==> config.mk <==
export PLATFORM = sky130hd
export DESIGN_NAME = seq_gen
export DESIGN_NICKNAME = d
export VERILOG_FILES = /design/src/rtl/seq_gen.sv
export SDC_FILE = /design/constraint.sdc
export NUM_CORES = 1
export LEC_CHECK = 0
export CAP_MARGIN = 20
export CORE_MARGIN = 8
export CORE_UTILIZATION = 30
export DETAILED_ROUTE_END_ITERATION = 8
export GPL_ROUTABILITY_DRIVEN = 0
export GPL_TIMING_DRIVEN = 0
export MAX_ROUTING_LAYER = met4
export PLACE_DENSITY_LB_ADDON = 0.08
export SLEW_MARGIN = 20
export SYNTH_ARGS = -nofsm -noshare
export SYNTH_HDL_FRONTEND = slang
export SYNTH_SLANG_ARGS = --single-unit
==> constraint.sdc <==
create_clock -name clk -period 2.2 [get_ports clk]
set_input_delay 0.44 -clock clk [delete_from_list [all_inputs] [get_ports clk]]
set_output_delay 0.44 -clock clk [all_outputs]
set_load 0.02 [all_outputs]
==> src/rtl/seq_gen.sv <==
// Serial pattern transmitter: shifts an N-bit word out MSB-first, reps+1 times, then pulses done.
// Optional per-word even-parity bit enabled by defining SEQ_GEN_PARITY_EN.
module seq_gen #(
  parameter int N     = 3,
  parameter int REP_W = 4
) (
  input  logic             clk,
  input  logic             reset,
  input  logic             start,
  input  logic [N-1:0]     seq,
  input  logic [REP_W-1:0] reps,
  output logic             ready,
  output logic             a,
  output logic             a_valid,
  output logic             busy,
  output logic             done
);

  localparam int unsigned BCW = $clog2(N + 1);
`ifdef SEQ_GEN_PARITY_EN
  localparam int unsigned LAST = N;
`else
  localparam int unsigned LAST = N - 1;
`endif

  typedef enum logic [1:0] {IDLE, SHIFT, DONE} state_t;

  state_t           state, state_n;
  logic [N-1:0]     pat_q, pat_n;
  logic [N-1:0]     shreg, shreg_n;
  logic [BCW-1:0]   bit_cnt, bit_cnt_n;
  logic [REP_W-1:0] rep_cnt, rep_cnt_n;
  logic             a_n, a_valid_n, busy_n, done_n;

  // The done cycle doubles as an accept slot so frames can run back-to-back.
  assign ready = (state == IDLE) || (state == DONE);

  always_ff @(posedge clk or posedge reset) begin
    if (reset) begin
      state   <= IDLE;
      pat_q   <= '0;
      shreg   <= '0;
      bit_cnt <= '0;
      rep_cnt <= '0;
      a       <= 1'b0;
      a_valid <= 1'b0;
      busy    <= 1'b0;
      done    <= 1'b0;
    end else begin
      state   <= state_n;
      pat_q   <= pat_n;
      shreg   <= shreg_n;
      bit_cnt <= bit_cnt_n;
      rep_cnt <= rep_cnt_n;
      a       <= a_n;
      a_valid <= a_valid_n;
      busy    <= busy_n;
      done    <= done_n;
    end
  end

  // Outputs are computed one cycle ahead so the registered a matches shreg's MSB.
  always_comb begin
    state_n   = state;
    pat_n     = pat_q;
    shreg_n   = shreg;
    bit_cnt_n = bit_cnt;
    rep_cnt_n = rep_cnt;
    a_n       = 1'b0;
    a_valid_n = 1'b0;
    busy_n    = 1'b0;
    done_n    = 1'b0;

    case (state)
      IDLE, DONE: begin
        if (start) begin
          state_n   = SHIFT;
          pat_n     = seq;
          shreg_n   = seq;
          bit_cnt_n = '0;
          rep_cnt_n = reps;
          a_n       = seq[N-1];
          a_valid_n = 1'b1;
          busy_n    = 1'b1;
        end else begin
          state_n = IDLE;
        end
      end

      SHIFT: begin
        a_valid_n = 1'b1;
        busy_n    = 1'b1;
        if (bit_cnt == BCW'(LAST)) begin
          if (rep_cnt != '0) begin
            rep_cnt_n = rep_cnt - REP_W'(1);
            shreg_n   = pat_q;
            bit_cnt_n = '0;
            a_n       = pat_q[N-1];
          end else begin
            state_n   = DONE;
            done_n    = 1'b1;
            a_valid_n = 1'b0;
            busy_n    = 1'b0;
          end
        end else begin
          shreg_n   = {shreg[N-2:0], shreg[N-1]};
          bit_cnt_n = bit_cnt + BCW'(1);
`ifdef SEQ_GEN_PARITY_EN
          if (bit_cnt == BCW'(N - 1)) a_n = ^pat_q;
          else                        a_n = shreg[N-2];
`else
          a_n = shreg[N-2];
`endif
        end
      end

      default: state_n = IDLE;
    endcase
  end

endmodule

* After elaboration in Yosys (flattened, before gate mapping)
Index checks and enable logic that the tools add are counted.
** Cells by class
- Multiplexer cells :: 27
- Add/sub/neg operators :: 2
- Reduce and logical (&&, ||, !) cells :: 9
- Eq/ne operators :: 8
** Operator list (number)
- 2-to-1 mux 4 bit :: 3
- 2-to-1 mux 1 bit :: 10
- 2-to-1 mux 2 bit :: 5
- 2-to-1 mux 3 bit :: 3
- inequality test 2 bit, second input constant :: 4
- one-hot mux 2 bit (2 select lines) :: 2
- one-hot mux 4 bit (2 select lines) :: 1
- one-hot mux 3 bit (2 select lines) :: 1
- == test 2 bit, second input constant :: 2
- one-hot mux 1 bit (2 select lines) :: 2
- AND reduction 2 bit :: 2
- AND reduction 4 bit :: 1
- nonzero test 4 bit :: 1
- subtractor 4 x 1 -> 4 bit, second input constant :: 1
- inequality test 3 bit, second input constant :: 1
- AND reduction 3 bit :: 1
- adder 2 x 1 -> 2 bit, second input constant :: 1
- == test 2 x 1 -> 1 bit, second input constant :: 1
- logical NOT 2 bit :: 1
- nonzero test 2 bit :: 1
- OR reduction 2 bit :: 1
- logical OR 1 bit :: 1
** Word-level totals
- Register bits :: 17
- Word-level logic and storage cells :: 54
- Input port bits :: 10
- Output and inout port bits :: 5

* Depth between registers and ports, before layout
- Word-level depth :: 4
- Gate-level depth with buffers :: 6
- Gate-level depth less buffers :: 6

* Worst setup path before layout
No wires, ideal clock.
- Path type :: reg-to-reg
- From :: register rep_cnt[0]
- To :: register shreg[2]
- Setup time :: 118 ps
- Cell stages (with the launch flop) :: 7
- Data arrival time :: 1447 ps
- Clock period less this slack :: 1565 ps
- Buffers on the path :: 0
- Required time :: 2082 ps
- Path slack :: 635 ps
- Cells stage by stage :: dfrtp_1 -> inv_1 -> ha_1 -> nor3b_4 -> nor2_1 -> a221o_1 -> a21o_1
** Between the ends
- Longest elaborated chain between the ends :: 3
** Ends and longest elaborated chain
- from (decl) :: RTL line 32 : logic [REP_W-1:0] rep_cnt, rep_cnt_n;
- from (signal assigned) :: RTL line 54 : rep_cnt <= rep_cnt_n;
- nonzero test 4 bit :: RTL line 94 : if (rep_cnt != '0) begin
- inequality test 3 bit (no source line)
- AND reduction 3 bit (no source line)
- to (signal assigned) :: RTL line 52 : shreg <= shreg_n;
- to (decl) :: RTL line 30 : logic [N-1:0] shreg, shreg_n;
Every way passes these cells.
A chain may end at the register's enable or synchronous reset.

* Worst setup path after layout
- From :: register state[0]
- To :: output ready
** Between the ends
- Longest elaborated chain between the ends :: 2
- Elaborated cells on any way between the ends :: 3
- Classes of those cells :: eq/ne: 1; reduce/logical: 2
** Ends and longest elaborated chain
- from (decl) :: RTL line 28 : state_t state, state_n;
- from (signal assigned) :: RTL line 50 : state <= state_n;
- == test 2 bit / logical NOT 2 bit (equally long branches) :: RTL line 36 : assign ready = (state == IDLE) || (state == DONE);
- logical OR 1 bit * :: RTL line 36
- to (decl) :: RTL line 12 : output logic ready,
Mark *: on every way between the ends. The rest lies on a longest branch, timed or not.

==> key figures <==
Global routing
  – Largest net degree at the start of global routing: 18
  – Gr ovfl total: 0
  – Global-route usage over all layers: 0.0771
  – Initial antenna violation count: 0
  – First-pass GRT wire length: 2970 um
  – Vias in the first global route: 622

Synth
  – Yosys top cell by area: dfrtp_1
  – Synth top area share: 0.504
  – Mapped Area: 845 um2
  – Synth cell types: 31
  – Syn nets: 90
  – Top FF cell, synth: dfrtp_1
  – Ranking of synthesized cells by area: dfrtp_1 (50%), o41ai_2 (3.9%), a21o_1 (2.7%)
  – Ys async rst share: 1.00
  – Syn Area/Cell: 10.7 um2
  – Count leader, synth: dfrtp_1
  – Post-synth EDFFs: 0
  – Number of synthesized register bits: 17
  – Yosys warnings: 0
  – Register area share after synthesis: 0.504
  – Top cells by count, synth: dfrtp_1 (17), inv_1 (6), nand2_1 (6), nor2_1 (6)
  – Mapped Cells: 79

Floorplanning
  – Initial core utilization: 0.312
  – Io pins: 15
  – Die area: 4770 um2
  – Floorplan row count: 19
  – Core ar.: 2710 um2
  – Die H: 69.1 um
  – Die X: 69.1 um

Timing
  – Hold Vio Cnt, Final: 0
  – Final setup vio count: 0
  – RSZ-0062 raised after global routing: no
  – Setup tns final: 0 ps
  – Clock Skews: 7.34 ps
  – Fin crit period: 1860 ps
  – Setup WS post-layout: 336 ps
  – Slew Viols, Final: 0
  – Worst-Margin Slew: 652 ps
  – Rel. slew slack: 0.565
  – Fmax: 536 MHz
  – Crit share post-route: 0.847

Clock network
  – Cts repair resizes: 0
  – Postcts setup bufs: 0
  – Clock sink total: 17
  – CTS H-Tree Depth: 1
  – Worst skew pair latency: 290 ps
  – CTS clk-pin slew, worst paths: 100 ps
  – CTS max path bufs: 2
  – CTS Hold Bufs: 0
  – Num CTS Buffers: 3
  – Root Buffer: clkbuf_4
  – CTS tree: done

Cells and area
  – Final net count: 109
  – Final Instance Count excl. Fillers: 128
  – Fill count: 280
  – N_diodes: 0
  – Synth-to-layout area growth: 24.3%
  – Post-layout util: 0.387
  – Ratio of cells with drive above 1 in the final layout: 0.155

Routing
  – Post-DRT Antenna Nets: 0
  – Drt first pass iters: 4
  – Initial DRC Count: 27
  – WL/cell: 13.8 um
  – Via density per instance: 4.92
  – DRC: 0
  – Vias: 630
  – Final WL: 1760 um

Hold path
  – Hold Path Stages: 1
  – Worst hold-check path type: register to register
  – Min-Delay Endpoint: pat_q[2]$_DFFE_PP0N_
  – Hold path startpoint: pat_q[2]$_DFFE_PP0N_

Placement
  – Placement Setup Slack: 361 ps
  – Port bufs: 14
  – HPWL Detailed: 1310 um
  – Placed insts: 124

Worst setup path
  – R2r endpoint: shreg[2]$_DFFE_PP0P_
  – Slowest cell on the critical path: clkdlybuf4s50_1
  – Worst reg2reg startpoint: rep_cnt[0]$_DFFE_PP0P_
  – Worst EP arrival: 1420 ps
  – Setup CP Type: register to output pin
  – Startpoint types: register
  – Crit path max fanout: 6
  – Crit. End Element: output pin
  – Required time of the critical path: 1760 ps
  – Cell breakdown of the critical path: inv_1 -> clkdlybuf4s50_1
  – Reg2Reg Setup Slack: 430 ps
  – FF-to-FF path depth: 6
  – CP max stage delay: 610 ps

Outcome
  – Status: complete, no violations

Run
  – Max Cap Viol: 0

Pwr
  – PD cells: 1110 nW/um2
  – Pleak: 0.479 nW
  – Max VDD drop: 0.631 mV
  – Tot Pwr: 1.17 mW
## cells by family after synthesis
group                    synth area share
AO/OA/AOI/OAI                       0.207
adder cells (fa/ha/maj)            0.0148
buffers and inverters              0.0548
flip-flops                          0.504
multiplexers                       0.0267
AND/OR/NAND/NOR                     0.193
## power by group
| part | internal (mW) | switching (mW) | total, mW | leakage, nW |
|---|---|---|---|---|
| Combinational | 0.235 | 0.230 | 0.464 | 0.261 |
| Sequential | 0.433 | 0.100 | 0.534 | 0.203 |
| Clock | 0.0704 | 0.0965 | 0.167 | 0.0150 |
## metal layers
layer	global-route usage	vias up	wire length, um
li1	-	319	-
met1	0.0862	302	851
met2	0.123	7	841
met3	0.0372	2	52
met4	0.0137	0	16
met5	-	-	0
## layout make-up
| class | instances | area (um2) | area share |
|---|---|---|---|
| buffer | 3 | 23.8 | 0.0226 |
| sequential | 17 | 425 | 0.405 |
| timing repair buffer | 14 | 140 | 0.133 |
| inverter | 6 | 22.5 | 0.0215 |
| clock buffer | 4 | 26.3 | 0.0250 |
| tap | 31 | 38.8 | 0.0369 |
| multi-input combinational | 53 | 373 | 0.355 |
## registers in the layout, indices dropped and copies added (netlist names)
signal and cells:
bit_cnt 2, done 1, pat_q 3, state 2, shreg 3, rep_cnt 4
busy 1, a 1
## through the flow
stage	cell area, um2	hold WS (ps)
floorplan	845	366
global placement	1020	463
detailed placement	1020	471
CTS	1050	498
global route	1050	526
finish	1050	495
## layout by cell type (no fill, tap or decap), drive strengths merged, types with 3 or more instances in the layout
master and count:
and3 3, a21oi 3, clkbuf 4, dfrtp 17, buf 3, clkdlybuf4s50 14, nor2 9, inv 6
nand2 6, nor3 3, o21ai 5, a21o 3
## worst max-delay path, delay by kind of cell (launching register included)
family	cells	cell delay, ps
buffers and inverters	2	710
DFF	1	430
## worst max-delay path by stage
stage                      startpoint                endpoint  slack [ps]  cells past startpoint
2_1_floorplan  rep_cnt[0]$_DFFE_PP0P_    shreg[2]$_DFFE_PP0P_         630                      6
3_3_place_gp                    start  rep_cnt[1]$_DFFE_PP0P_         360                      6
3_5_place_dp                    start  rep_cnt[1]$_DFFE_PP0P_         360                      6
4_1_cts          state[0]$_DFFE_PP0P_                   ready         320                      2
5_1_grt          state[0]$_DFFE_PP0P_                   ready         270                      2
6_report         state[0]$_DFFE_PP0P_                   ready         340                      2
Power figures use the tool's default switching activity.
